**config.mk**
```make
export PLATFORM = sky130hd
export DESIGN_NAME = sio_device_flat
export DESIGN_NICKNAME = d
export VERILOG_FILES = /design/src/rtl/sio_device_if.sv /design/src/rtl/sio_device.sv /design/src/flat_wrapper.sv
export SDC_FILE = /design/constraint.sdc
export NUM_CORES = 1
export LEC_CHECK = 0
export ABC_CLOCK_PERIOD_IN_PS = 3000
export BUFFER_PORTS_ARGS = -buffer_cell sky130_fd_sc_hd__buf_2
export CORE_UTILIZATION = 57
export CTS_CLUSTER_DIAMETER = 60
export DETAILED_ROUTE_END_ITERATION = 6
export GPL_TIMING_DRIVEN = 1
export PLACE_DENSITY = 0.79
export SLEW_MARGIN = 20
export SYNTH_ARGS = -nofsm -noshare
export SYNTH_HDL_FRONTEND = slang
export SYNTH_SLANG_ARGS = --single-unit
```
**constraint.sdc**
```tcl
create_clock -name c -period 3 [get_ports c]
set_clock_uncertainty 0.05 [all_clocks]
set_input_delay 0.9 -clock c [delete_from_list [all_inputs] [get_ports c]]
set_output_delay 0.9 -clock c [all_outputs]
set_load 0.005 [all_outputs]
```
**src/rtl/sio_device_if.sv**
```systemverilog
// Local and line-side signal bundle of the SIO device.
// master = device side, slave = host/IOBUF side.
interface sio_device_if #(
  parameter int NBT = 40,
  parameter int NBR = 32
);
  logic           sdio_i;
  logic           sdio_o;
  logic           sdio_t;
  logic           cmd_valid;
  logic [NBT-1:0] cmd_data;
  logic           rd_req;
  logic           rd_ack;
  logic [NBR-1:0] rd_data;
  logic           err;

  modport master (
    input  sdio_i, rd_ack, rd_data,
    output sdio_o, sdio_t, cmd_valid, cmd_data, rd_req, err
  );

  modport slave (
    output sdio_i, rd_ack, rd_data,
    input  sdio_o, sdio_t, cmd_valid, cmd_data, rd_req, err
  );
endinterface

```
**src/rtl/sio_device.sv**
```systemverilog
// Device end of the single-wire SIO link: frame decode and read response.
// Define SIO_DEVICE_SYNC_EN for a 2-flop synchroniser plus majority filter.
module sio_device #(
  parameter int NBT  = 40,
  parameter int NBR  = 32,
  parameter int OSR  = 4,
  parameter int TURN = 14
) (
  input  logic       c,
  input  logic       rst_n,
  sio_device_if.master bus
);
  typedef enum logic [2:0] {
    ARM, IDLE, START, DATA, STOP, TURNW, RESP, TAIL
  } state_t;

  localparam int OCW = $clog2(OSR*TURN+1);
  localparam int BMX = (NBT > NBR) ? NBT : NBR;
  localparam int BCW = $clog2(BMX+1);
  localparam logic [OCW-1:0] OC_BIT  = OCW'(OSR-1);
  localparam logic [OCW-1:0] OC_MID  = OCW'(OSR/2-1);
  localparam logic [OCW-1:0] OC_TURN = OCW'(OSR*TURN);
  localparam logic [OCW-1:0] OC_ONE  = OCW'(1);
  localparam logic [BCW-1:0] BC_TL   = BCW'(NBT-1);
  localparam logic [BCW-1:0] BC_R    = BCW'(NBR);

  logic s;

`ifdef SIO_DEVICE_SYNC_EN
  logic [1:0] sy;
  logic [1:0] h;
  always_ff @(posedge c or negedge rst_n) begin
    if (!rst_n) begin
      sy <= 2'b11;
      h  <= 2'b11;
      s  <= 1'b1;
    end else begin
      sy <= {sy[0], bus.sdio_i};
      h  <= {h[0], sy[1]};
      s  <= (sy[1] & h[0]) | (sy[1] & h[1]) | (h[0] & h[1]);
    end
  end
`else
  always_ff @(posedge c or negedge rst_n) begin
    if (!rst_n) s <= 1'b1;
    else        s <= bus.sdio_i;
  end
`endif

  state_t         state, state_d;
  logic [OCW-1:0] oc, oc_d;
  logic [BCW-1:0] bc, bc_d;
  logic [NBT-1:0] frm, frm_d;
  logic [NBR-1:0] sh, sh_d;
  logic           got, got_d;
  logic           cv_q, cv_d;
  logic [NBT-1:0] cd_q, cd_d;
  logic           rq_q, rq_d;
  logic           er_q, er_d;
  logic           o_q, o_d;
  logic           t_q, t_d;

  always_ff @(posedge c or negedge rst_n) begin
    if (!rst_n) begin
      state <= ARM;
      oc    <= '0;
      bc    <= '0;
      frm   <= '0;
      sh    <= '0;
      got   <= 1'b0;
      cv_q  <= 1'b0;
      cd_q  <= '0;
      rq_q  <= 1'b0;
      er_q  <= 1'b0;
      o_q   <= 1'b1;
      t_q   <= 1'b1;
    end else begin
      state <= state_d;
      oc    <= oc_d;
      bc    <= bc_d;
      frm   <= frm_d;
      sh    <= sh_d;
      got   <= got_d;
      cv_q  <= cv_d;
      cd_q  <= cd_d;
      rq_q  <= rq_d;
      er_q  <= er_d;
      o_q   <= o_d;
      t_q   <= t_d;
    end
  end

  always_comb begin
    state_d = state;
    oc_d    = oc;
    bc_d    = bc;
    frm_d   = frm;
    sh_d    = sh;
    got_d   = got;
    cv_d    = 1'b0;
    er_d    = 1'b0;
    cd_d    = cd_q;
    rq_d    = rq_q;
    o_d     = o_q;
    t_d     = t_q;
    unique case (state)
      ARM: begin
        if (!s) begin
          oc_d = '0;
        end else if (oc == OC_BIT) begin
          state_d = IDLE;
          oc_d    = '0;
        end else begin
          oc_d = oc + 1'b1;
        end
      end
      IDLE: begin
        if (!s) begin
          state_d = START;
          oc_d    = '0;
        end
      end
      START: begin
        if (oc != OC_MID) begin
          oc_d = oc + 1'b1;
        end else if (s) begin
          state_d = IDLE;
        end else begin
          state_d = DATA;
          oc_d    = '0;
          bc_d    = '0;
        end
      end
      DATA: begin
        if (oc == OC_BIT) begin
          oc_d  = '0;
          frm_d = {frm[NBT-2:0], s};
          bc_d  = bc + 1'b1;
          if (bc == BC_TL) state_d = STOP;
        end else begin
          oc_d = oc + 1'b1;
        end
      end
      STOP: begin
        if (oc != OC_BIT) begin
          oc_d = oc + 1'b1;
        end else if (!s) begin
          er_d    = 1'b1;
          state_d = ARM;
          oc_d    = '0;
        end else begin
          cv_d = 1'b1;
          cd_d = frm;
          if (frm[NBT-1]) begin
            rq_d    = 1'b1;
            got_d   = 1'b0;
            oc_d    = OC_ONE;
            state_d = TURNW;
          end else begin
            state_d = IDLE;
            oc_d    = '0;
          end
        end
      end
      TURNW: begin
        if (bus.rd_ack && !got) begin
          sh_d  = bus.rd_data;
          got_d = 1'b1;
          rq_d  = 1'b0;
        end
        if (oc == OC_TURN) begin
          rq_d = 1'b0;
          oc_d = '0;
          if (got_d) begin
            state_d = RESP;
            t_d     = 1'b0;
            o_d     = 1'b0;
            bc_d    = '0;
          end else begin
            state_d = ARM;
            er_d    = 1'b1;
          end
        end else begin
          oc_d = oc + 1'b1;
        end
      end
      RESP: begin
        if (oc != OC_BIT) begin
          oc_d = oc + 1'b1;
        end else if (bc == BC_R) begin
          oc_d    = '0;
          state_d = TAIL;
          o_d     = 1'b1;
        end else begin
          oc_d = '0;
          o_d  = sh[NBR-1];
          sh_d = {sh[NBR-2:0], 1'b0};
          bc_d = bc + 1'b1;
        end
      end
      TAIL: begin
        if (oc == OC_BIT) begin
          state_d = ARM;
          oc_d    = '0;
          t_d     = 1'b1;
          o_d     = 1'b1;
        end else begin
          oc_d = oc + 1'b1;
        end
      end
      default: state_d = ARM;
    endcase
  end

  assign bus.sdio_o    = o_q;
  assign bus.sdio_t    = t_q;
  assign bus.cmd_valid = cv_q;
  assign bus.cmd_data  = cd_q;
  assign bus.rd_req    = rq_q;
  assign bus.err       = er_q;
endmodule

```
**src/flat_wrapper.sv**
```systemverilog
// flat-port wrapper written by rule: the top's interface ports become plain ports
module sio_device_flat 
#(
  parameter int NBT  = 40,
  parameter int NBR  = 32,
  parameter int OSR  = 4,
  parameter int TURN = 14
)
  (c, rst_n, bus_sdio_i, bus_rd_ack, bus_rd_data, bus_sdio_o, bus_sdio_t, bus_cmd_valid, bus_cmd_data, bus_rd_req, bus_err);
  sio_device_if #(.NBT(NBT), .NBR(NBR)) bus_i ();
  input  logic c;
  input  logic rst_n;
  input wire logic [$bits(bus_i.sdio_i)-1:0] bus_sdio_i;
  input wire logic [$bits(bus_i.rd_ack)-1:0] bus_rd_ack;
  input wire logic [$bits(bus_i.rd_data)-1:0] bus_rd_data;
  output wire logic [$bits(bus_i.sdio_o)-1:0] bus_sdio_o;
  output wire logic [$bits(bus_i.sdio_t)-1:0] bus_sdio_t;
  output wire logic [$bits(bus_i.cmd_valid)-1:0] bus_cmd_valid;
  output wire logic [$bits(bus_i.cmd_data)-1:0] bus_cmd_data;
  output wire logic [$bits(bus_i.rd_req)-1:0] bus_rd_req;
  output wire logic [$bits(bus_i.err)-1:0] bus_err;
  assign bus_i.sdio_i = bus_sdio_i;
  assign bus_i.rd_ack = bus_rd_ack;
  assign bus_i.rd_data = bus_rd_data;
  assign bus_sdio_o = bus_i.sdio_o;
  assign bus_sdio_t = bus_i.sdio_t;
  assign bus_cmd_valid = bus_i.cmd_valid;
  assign bus_cmd_data = bus_i.cmd_data;
  assign bus_rd_req = bus_i.rd_req;
  assign bus_err = bus_i.err;
  sio_device #(.NBT(NBT), .NBR(NBR), .OSR(OSR), .TURN(TURN)) u_core (.c(c), .rst_n(rst_n), .bus(bus_i));
endmodule
```
==> summary.txt, run 1 <==
STA
  – Setup WS post-layout: 0.392 ns
  – Final Hold Fails: 0
  – Worst-Margin Slew: 0.614 ns
  – Period utilization: 0.869
  – Setup TNS Final: 0 ns
  – Final min period: 2.61 ns
  – Final Setup Violations: 0
  – Peak Freq: 383 MHz
  – Slew headroom: 0.590
  – RSZ-0062 raised after global routing: no
  – Max Transition Viols Final: 0

Yosys
  – Synth Area per Inst: 12.3 µm²
  – Netlist cell types: 53
  – Primary FF master, synth: dfrtp_1
  – Synth area leader: dfrtp_1
  – Syn Std Cell Area: 0.00594 mm²
  – Synth Register Bits: 134
  – Synth Instances: 484
  – Net count after synthesis: 525
  – Ys async rst share: 1.00
  – Share of the yosys chip area belonging to registers: 0.565
  – Synth top area cells: dfrtp_1, mux2_2, mux2i_1, a21oi_1, nor2_1
  – Synth warn: 0
  – Area share of the largest cell type after synthesis: 0.552
  – EDFF count, synth: 0

Detailed routing
  – DRT Wirelength: 11.9 mm
  – DR pass1 iterations: 5
  – DRC: 0
  – Antenna viol nets, final: 0
  – Vias per cell: 5.71
  – Vias: 4050
  – DR iter-0 viols: 302
  – Routed WL per cell: 16.8 µm

Floorplan
  – Initial core utilization: 0.597
  – Row Count: 36
  – Die extent in x: 104 µm
  – Top-level I/O count: 81
  – Die height: 104 µm
  – DIE AREA: 0.0108 mm²
  – Core footprint: 0.00995 mm²

Clock tree
  – Post-cts sizing count: 0
  – Hold_buf cts: 0
  – Clk sinks: 134
  – Post-CTS Setup Bufs: 0
  – Total CTS buffers: 17
  – H-tree depth: 4
  – CTS tree: done
  – Deepest clock path buffer count: 2
  – Clk_lat worst skew: 0.53 ns
  – CTS root buf: clkbuf_8
  – Worst-path clk slew: 0.06 ns

Setup path
  – CP Launch Type: register
  – FF-to-FF path depth: 5
  – CP Data Arrival Time: 2.97 ns
  – Slowest cell on the critical path: nor4_4
  – Required time of the critical path: 3.36 ns
  – CP cell instances: nor4_4, nand2_2, nor4_4, buf_12, mux2_2
  – Most frequent CP cell: nor4_4
  – Reg2Reg Setup Slack: 0.39 ns
  – CP Capture Type: register
  – Critical path's largest stage delay: 0.53 ns
  – FF-to-FF Start: u_core.oc[2]
  – RR Endpoint: u_core.bus.cmd_data[30]
  – Crit Path Max Fanout: 37
  – Critical path class: register to register

Final layout
  – Design Area, Final: 0.00703 mm²
  – Most frequent cells in the layout: dfrtp_1, buf_2, mux2_2
  – Commonest non-fill, non-tap cell in the layout: dfrtp_1
  – Layout area overhead: 18.3%
  – Non-Filler Instances: 709
  – Fin nets: 605
  – N_diodes: 0
  – Util after Layout: 0.706
  – Layout cells sized above 1: 0.354

Pwr
  – Pwr dens: 682 mW/mm²
  – Logic pwr share: 0.168
  – Leak Pwr: 3.43 nW
  – Sw Share: 0.288
  – Clock power share: 0.408
  – Power Internal: 0.00341 W
  – Sequential Power Share: 0.424
  – NetSw: 0.00138 W
  – Max rail drop VDD: 0.433 mV

Placement
  – Worst slack at placement: 0.434 ns
  – Dpl cell area: 0.00647 mm²
  – Final Wtd Congestion: 0.910
  – DP Wirelength: 7.83 mm
  – PortBufs: 80
  – Post-Place Cells: 678

Job
  – Maxcap violations: 0

Global routing
  – Grt ovf: 0
  – Initial antenna violation count: 0
  – Largest net degree at the start of global routing: 56
  – Number of global-route vias before repair: 4118
  – Total track usage: 0.238
  – First-pass GRT wire length: 20.2 mm

Hold path
  – Hold Crit Class: input port to async pin

Outcome
  – Status: completed
critical path: cells and delay by family (launching register included):
kind                   cells  cell delay (ns)
buffers and inverters      1             0.30
flip-flops                 1             0.49
multiplexers               1             0.37
AND/OR/NAND/NOR            3             1.28
cell usage after synthesis, drive strengths merged, types with 2 or more instances:
master,n
and2,4
nand3b,2
nor2,43
a31oi,3
a31o,2
nand2b,9
xor2,2
o2111ai,2
mux2i,32
nor3b,2
nand3,7
buf,10
ha,5
a2bb2oi,2
o21ai,19
inv,9
o2bb2ai,4
dfstp,3
and3,4
o211ai,2
nand2,18
dfrtp,131
nor2b,3
a22oi,3
nor4,2
a211oi,6
and3b,2
mux2,79
a21oi,36
nand4,4
clkbuf,18
per-stage QoR:
stage | hold slack [ns] | total power [W]
3_3_place_gp | 0.414 | 0.00280
6_report | 0.266 | 0.00479
4_1_cts | 0.265 | 0.00482
2_1_floorplan | 0.412 | 0.00260
5_1_grt | 0.300 | 0.00499
3_5_place_dp | 0.424 | 0.00284
final cells by class:
cell class,count,area [µm²]
clock buffers,21,429
clock inverters,10,125
fillers,694,2930
inverters,10,37.5
multi-input cells,312,2410
flip-flops and latches,134,3360
well taps,133,166
repair buffers,89,499
routing by layer:
layer / wire length [µm] / up-vias / global-route usage
li1: - / 1897 / -
met1: 5130 / 2027 / 0.301
met2: 5950 / 103 / 0.384
met3: 575 / 23 / 0.0664
met4: 253 / 0 / 0.106
met5: 0 / - / 0
sequential cells by signal, indices dropped and copies added (netlist names), 3 cells and up:
signal               cells
u_core.state             3
u_core.frm              40
u_core.oc                6
u_core.bus.cmd_data     40
u_core.bc                6
u_core.sh               32
cells by family (layout without fill, tap and decap cells):
group,after synthesis,count (layout),synth area share
multiplexers,111,111,0.204
AND/OR/NAND/NOR,104,104,0.0908
buffers and inverters,38,130,0.0312
XOR/XNOR,3,3,0.00442
AO/OA/AOI/OAI,89,89,0.0942
adder cells (fa/ha/maj),5,5,0.0105
flip-flops,134,134,0.565
worst max-delay path by stage:
| stage | startpoint | end | slack (ns) | depth (start not counted) |
|---|---|---|---|---|
| global placement | u_core.oc[4] | u_core.bus.cmd_data[15] | 0.51 | 5 |
| CTS | u_core.oc[3] | u_core.bus.cmd_data[30] | 0.42 | 5 |
| global route | u_core.oc[3] | u_core.bus.cmd_data[29] | 0.27 | 5 |
| floorplan | u_core.oc[3] | u_core.bus.cmd_data[22] | 0.79 | 6 |
| finish | u_core.oc[2] | u_core.bus.cmd_data[30] | 0.39 | 5 |
| detailed placement | u_core.oc[3] | u_core.bus.cmd_data[2] | 0.43 | 5 |
power groups by stage:
stage | clock network [W] | registers (W) | logic, W
final | 0.00195 | 0.00203 | 0.000804
after global routing | 0.00206 | 0.00205 | 0.000888
after CTS | 0.00200 | 0.00203 | 0.000795
after detailed placement | 0 | 0.00206 | 0.000784
after global placement | 0 | 0.00205 | 0.000751
after floorplan | 0 | 0.00199 | 0.000614
(Power assumes the default switching activity.)
==> run 2, diff against run 1 <==
--- a/config.mk
+++ b/config.mk
@@ -5,13 +5,13 @@
 export SDC_FILE = /design/constraint.sdc
 export NUM_CORES = 1
 export LEC_CHECK = 0
-export ABC_CLOCK_PERIOD_IN_PS = 3000
+export ABC_CLOCK_PERIOD_IN_PS = 2500
 export BUFFER_PORTS_ARGS = -buffer_cell sky130_fd_sc_hd__buf_2
 export CORE_UTILIZATION = 57
 export CTS_CLUSTER_DIAMETER = 60
 export DETAILED_ROUTE_END_ITERATION = 6
 export GPL_TIMING_DRIVEN = 1
-export PLACE_DENSITY = 0.79
+export PLACE_DENSITY = 0.84
 export SLEW_MARGIN = 20
 export SYNTH_ARGS = -nofsm -noshare
 export SYNTH_HDL_FRONTEND = slang
==> constraint.sdc (replaced) <==
create_clock -name c -period 2.5 [get_ports c]
set_clock_uncertainty 0.05 [all_clocks]
set_input_delay 0.75 -clock c [delete_from_list [all_inputs] [get_ports c]]
set_output_delay 0.75 -clock c [all_outputs]
set_load 0.005 [all_outputs]
==> run 2 against run 1 <==
Setup slack worse by 0.32 ns. Global-route usage is 0.85 points higher. First-iteration DRC count is 34% lower. Sequential share of layout area is 0.83 points lower. Count of clock-buffer cells in the layout is 1 higher.
==> summary.txt, run 2 (synthesis results as in run 1) <==
Placement
  – PortBufs: 80
  – DP Wirelength: 7.91 mm
  – Final Wtd Congestion: 0.927
  – Worst slack at placement: 0.194 ns
  – Dpl cell area: 0.00651 mm²

Clock tree
  – Clk sinks: 134
  – Post-CTS Setup Bufs: 0
  – H-tree depth: 4
  – Post-cts sizing count: 0
  – Clk_lat worst skew: 0.52 ns
  – Worst-path clk slew: 0.06 ns
  – Deepest clock path buffer count: 2
  – CTS root buf: clkbuf_8
  – Hold_buf cts: 0
  – Total CTS buffers: 17
  – CTS tree: done

Setup path
  – CP Launch Type: register
  – CP Capture Type: register
  – Reg2Reg Setup Slack: 0.08 ns
  – Crit Path Max Fanout: 8
  – Critical path class: register to register
  – Required time of the critical path: 2.88 ns
  – CP Data Arrival Time: 2.81 ns

Global routing
  – Grt ovf: 0
  – Largest net degree at the start of global routing: 65
  – Total track usage: 0.247
  – First-pass GRT wire length: 20.9 mm
  – Initial antenna violation count: 0
  – Number of global-route vias before repair: 4251

Detailed routing
  – Vias: 4162
  – DRT Wirelength: 12.5 mm
  – Antenna viol nets, final: 0
  – DR iter-0 viols: 198
  – DRC: 0
  – DR pass1 iterations: 5
  – Routed WL per cell: 17.5 µm
  – Vias per cell: 5.82

Floorplan
  – Initial core utilization: 0.597
  – Die height: 104 µm
  – Die extent in x: 104 µm
  – Top-level I/O count: 81
  – Core footprint: 0.00995 mm²
  – DIE AREA: 0.0108 mm²
  – Row Count: 36

STA
  – Max Transition Viols Final: 0
  – Final Setup Violations: 0
  – Final Hold Fails: 0
  – Period utilization: 0.970
  – Final min period: 2.42 ns
  – Setup WS post-layout: 0.0753 ns
  – Worst-Margin Slew: 0.578 ns
  – Setup TNS Final: 0 ns
  – Peak Freq: 412 MHz
  – RSZ-0062 raised after global routing: no
  – Slew headroom: 0.614

Job
  – Maxcap violations: 0

Hold path
  – Hold Crit Class: input port to async pin

Final layout
  – Most frequent cells in the layout: dfrtp_1, buf_2, mux2_2
  – Fin nets: 610
  – Design Area, Final: 0.00715 mm²
  – N_diodes: 0
  – Layout area overhead: 20.4%
  – Commonest non-fill, non-tap cell in the layout: dfrtp_1
  – Layout cells sized above 1: 0.366

Pwr
  – Pwr dens: 850 mW/mm²
  – Max rail drop VDD: 0.501 mV
  – Leak Pwr: 3.50 nW

Outcome
  – Status: completed
## run 2: cell types whose count changed in the layout (fill, tap and decap cells not counted), sizes merged
cell	delta
inv	-1
bufinv	+2
clkinv	-1
clkbuf	+1
buf	+5
## run 2: stage by stage
stage / power [W] / cells / hold slack [ns] / util
2_1_floorplan: 0.00312 / 484 / 0.404 / -
3_3_place_gp: 0.00339 / 683 / 0.413 / 0.654
3_5_place_dp: 0.00342 / 683 / 0.424 / 0.654
4_1_cts: 0.00610 / 715 / 0.139 / 0.718
5_1_grt: 0.00632 / 715 / 0.170 / 0.718
6_report: 0.00608 / 715 / 0.125 / 0.718
## run 2: routing by layer
metal  GRT usage  up-vias  share of wire
li1            -     1898              -
met5           0        -              0
met2       0.402      142           0.50
met4       0.105        0          0.022
met3      0.0633       25          0.054
met1       0.314     2097           0.42
## run 2: final cells by class
cell class / count / area (µm²)
Sequential cell: 134 / 3360
Fill cell: 669 / 2810
Multi-Input combinational cell: 312 / 2410
Timing Repair Buffer: 94 / 537
Clock buffer: 22 / 473
Clock inverter: 10 / 168
Tap cell: 133 / 166
Inverter: 10 / 37.5
## run 2: final timing paths
kind / to / depth (start not counted) / start
worst min-delay path: u_core.bc[4] / 1 / rst_n
max in group asynchronous: u_core.sh[11] / 2 / rst_n
worst min register to register: u_core.bus.sdio_t / 2 / u_core.bus.sdio_t
min in group c: u_core.s / 1 / bus_sdio_i
worst max register to register: u_core.bc[0] / 5 / u_core.oc[4]
worst max-delay path: u_core.bc[0] / 5 / u_core.oc[4]
## run 2: critical path: stages (launching register included)
cell and delay [ns]:
dfrtp_1 0.45, nor4_4 0.48, o2111ai_1 0.31, a211oi_2 0.55, nand2b_1 0.26, mux2i_1 0.23
## run 2: where the power goes
part | leakage [nW] | switching, W | internal, W | total, W
Combinational | 1.41 | 0.000582 | 0.000402 | 0.000984
Sequential | 1.77 | 0.000155 | 0.00229 | 0.00244
Clock | 0.312 | 0.000917 | 0.00173 | 0.00265
==> run 3, diff against run 2 <==
--- a/config.mk
+++ b/config.mk
@@ -5,13 +5,14 @@
 export SDC_FILE = /design/constraint.sdc
 export NUM_CORES = 1
 export LEC_CHECK = 0
+export ABC_AREA = 1
 export ABC_CLOCK_PERIOD_IN_PS = 2500
 export BUFFER_PORTS_ARGS = -buffer_cell sky130_fd_sc_hd__buf_2
-export CORE_UTILIZATION = 57
+export CORE_UTILIZATION = 58
 export CTS_CLUSTER_DIAMETER = 60
 export DETAILED_ROUTE_END_ITERATION = 6
 export GPL_TIMING_DRIVEN = 1
-export PLACE_DENSITY = 0.84
+export PLACE_DENSITY = 0.85
 export SLEW_MARGIN = 20
 export SYNTH_ARGS = -nofsm -noshare
 export SYNTH_HDL_FRONTEND = slang
==> run 3 against run 2 <==
Total power is 22% lower. First-iteration DRC count is 98% higher. Sequential power is 11% lower. Largest cell class unchanged. Critical endpoint is now u_core.sh[10].
==> summary.txt, run 3 <==
Detailed routing
  – Routed WL per cell: 13.9 µm
  – Antenna viol nets, final: 0
  – Vias per cell: 5.31
  – DRT Wirelength: 13.6 mm
  – Vias: 5177
  – DR iter-0 viols: 393
  – DR pass1 iterations: 6
  – DRC: 0

Yosys
  – Synth Register Bits: 134
  – Synth top area cells: dfrtp_1, nand2_1, o21ai_0, inv_1, o21ai_2
  – Syn Std Cell Area: 0.00630 mm²
  – Largest family of logic cells by synthesized area: simple AND/OR/NAND/NOR gates
  – Synth area leader: dfrtp_1
  – Area share of the largest cell type after synthesis: 0.520
  – Primary FF master, synth: dfrtp_1
  – Most common cell in the netlist: nand2_1
  – EDFF count, synth: 0
  – Post-synthesis mux area share: 0
  – Compound-cell area share of the yosys netlist: 0.155
  – Synth cell count leaders: nand2_1, dfrtp_1, inv_1, o21ai_0, o21ai_2
  – Post-Synth Adder-Cell Area: 0.00992
  – Net count after synthesis: 790
  – Share of the yosys chip area belonging to registers: 0.533
  – Netlist cell types: 31
  – Synth Area per Inst: 8.42 µm²
  – Synth warn: 0
  – Ys async rst share: 1.00
  – Synth Area in XOR/XNOR: 0.00695
  – Simple-gate portion of the synthesized area: 0.204
  – Synth Instances: 749

Clock tree
  – Deepest clock path buffer count: 2
  – Total CTS buffers: 17
  – H-tree depth: 4
  – Hold_buf cts: 0
  – Worst-path clk slew: 0.07 ns
  – Post-CTS Setup Bufs: 0
  – CTS root buf: clkbuf_8
  – Post-cts sizing count: 0
  – Clk_lat worst skew: 0.53 ns
  – Clk sinks: 134
  – CTS tree: done

Setup path
  – Slowest cell on the critical path: dfrtp_1
  – CP Launch Type: register
  – CP Capture Type: register
  – Critical path class: register to register
  – Required time of the critical path: 2.90 ns
  – Buf/Inv on CP: 1
  – Crit path max-delay family: simple AND/OR/NAND/NOR gates
  – Crit. path cell count: 8
  – Crit Path Max Fanout: 25
  – CP cell instances: ha_1, nand3_2, nor2_1, nor2_4, nor2_8, buf_12, nand2_1, o21ai_2
  – CP Data Arrival Time: 2.59 ns
  – Reg2Reg Setup Slack: 0.31 ns
  – Critical path's largest stage delay: 0.44 ns
  – FF-to-FF Start: u_core.oc[0]
  – RR Endpoint: u_core.sh[10]
  – FF-to-FF path depth: 8

Final layout
  – Commonest non-fill, non-tap cell in the layout: nand2_1
  – Fin nets: 867
  – Layout cells sized above 1: 0.212
  – Layout area overhead: 17.7%
  – Most frequent cells in the layout: nand2_1, dfrtp_1, inv_1, o21ai_0, buf_2
  – N_diodes: 0

Global routing
  – First-pass GRT wire length: 22.9 mm
  – Initial antenna violation count: 0
  – Number of global-route vias before repair: 4948
  – Total track usage: 0.260
  – Grt ovf: 0
  – Largest net degree at the start of global routing: 81

STA
  – Setup WS post-layout: 0.312 ns
  – Max Transition Viols Final: 0
  – Final Hold Fails: 0
  – Worst-Margin Slew: 0.707 ns
  – Period utilization: 0.875
  – Setup TNS Final: 0 ns
  – Final min period: 2.19 ns
  – RSZ-0062 raised after global routing: no
  – Slew headroom: 0.529
  – Peak Freq: 457 MHz
  – Final Setup Violations: 0

Hold path
  – Hold Crit Class: input port to async pin

Floorplan
  – Core footprint: 0.0104 mm²
  – Top-level I/O count: 81
  – DIE AREA: 0.0113 mm²
  – Die height: 106 µm
  – Die extent in x: 106 µm
  – Initial core utilization: 0.605
  – Row Count: 37

Job
  – Maxcap violations: 0

Pwr
  – Max rail drop VDD: 0.509 mV
  – Leak Pwr: 3.57 nW
  – Pwr dens: 640 mW/mm²

Outcome
  – Status: completed

Placement
  – Final Wtd Congestion: 0.836
  – PortBufs: 80
  – Worst slack at placement: 0.363 ns
  – DP Wirelength: 8.91 mm
[run 3: cell types whose count changed after synthesis, sizes merged, moves of 6 or more]
| cell | before | now |
|---|---|---|
| mux2 | 79 | 0 |
| nand2 | 18 | 225 |
| a21oi | 36 | 6 |
| mux2i | 32 | 0 |
| buf | 10 | 20 |
| inv | 9 | 103 |
| nand2b | 9 | 0 |
| nand3 | 7 | 32 |
| nor2 | 43 | 36 |
| o21ai | 19 | 156 |
| clkbuf | 18 | 12 |
| a211oi | 6 | 0 |
[run 3: cell type report]
cell class	count	area, µm²
Timing Repair Buffer	90	544
Tap cell	136	170
Multi-Input combinational cell	480	2370
Inverter	103	387
Fill cell	793	2990
Sequential cell	134	3360
Clock inverter	14	165
Clock buffer	18	428
[run 3: cells by family (layout without fill, tap and decap cells)]
| group | Yosys count | count (layout) |
|---|---|---|
| simple gates | 303 | 303 |
| compound gates | 167 | 167 |
| buf+inv | 135 | 225 |
| flops | 134 | 134 |
| fa+ha+maj | 5 | 5 |
| xor+xnor | 5 | 5 |
[run 3: stage by stage]
| step | util | cells | area, µm² | hold WS (ns) | total power (W) |
|---|---|---|---|---|---|
| 6_report | 0.713 | 975 | 7420 | 0.121 | 0.00475 |
| 5_1_grt | 0.713 | 975 | 7420 | 0.153 | 0.00490 |
| 4_1_cts | 0.713 | 975 | 7420 | 0.134 | 0.00478 |
| 3_5_place_dp | 0.656 | 943 | 6830 | 0.423 | 0.00230 |
| 3_3_place_gp | 0.656 | 943 | 6830 | 0.410 | 0.00229 |
| 2_1_floorplan | - | 749 | 6300 | 0.403 | 0.00222 |
[run 3: worst max path at each step]
stage | start | end | slack [ns]
2_1_floorplan | u_core.oc[0] | u_core.bc[2] | 0.86
3_3_place_gp | u_core.oc[0] | u_core.sh[21] | 0.44
3_5_place_dp | u_core.oc[0] | u_core.sh[10] | 0.36
4_1_cts | u_core.oc[0] | u_core.sh[10] | 0.34
5_1_grt | u_core.oc[0] | u_core.bus.cmd_data[6] | 0.13
6_report | u_core.oc[0] | u_core.sh[10] | 0.31
[run 3: power breakdown]
part           switching [W]   total, W  internal (W)  leakage, nW
Sequential        0.00000321    0.00217       0.00217         1.72
Combinational      0.0000531  0.0000801     0.0000269         1.56
Clock                0.00102    0.00249       0.00147        0.284
[run 3: per-layer routing]
layer,GRT usage,share of wire,vias to the layer above
li1,-,-,2523
met1,0.349,0.45,2489
met2,0.416,0.48,146
met3,0.0638,0.048,19
met4,0.0873,0.014,0
met5,0,0,-
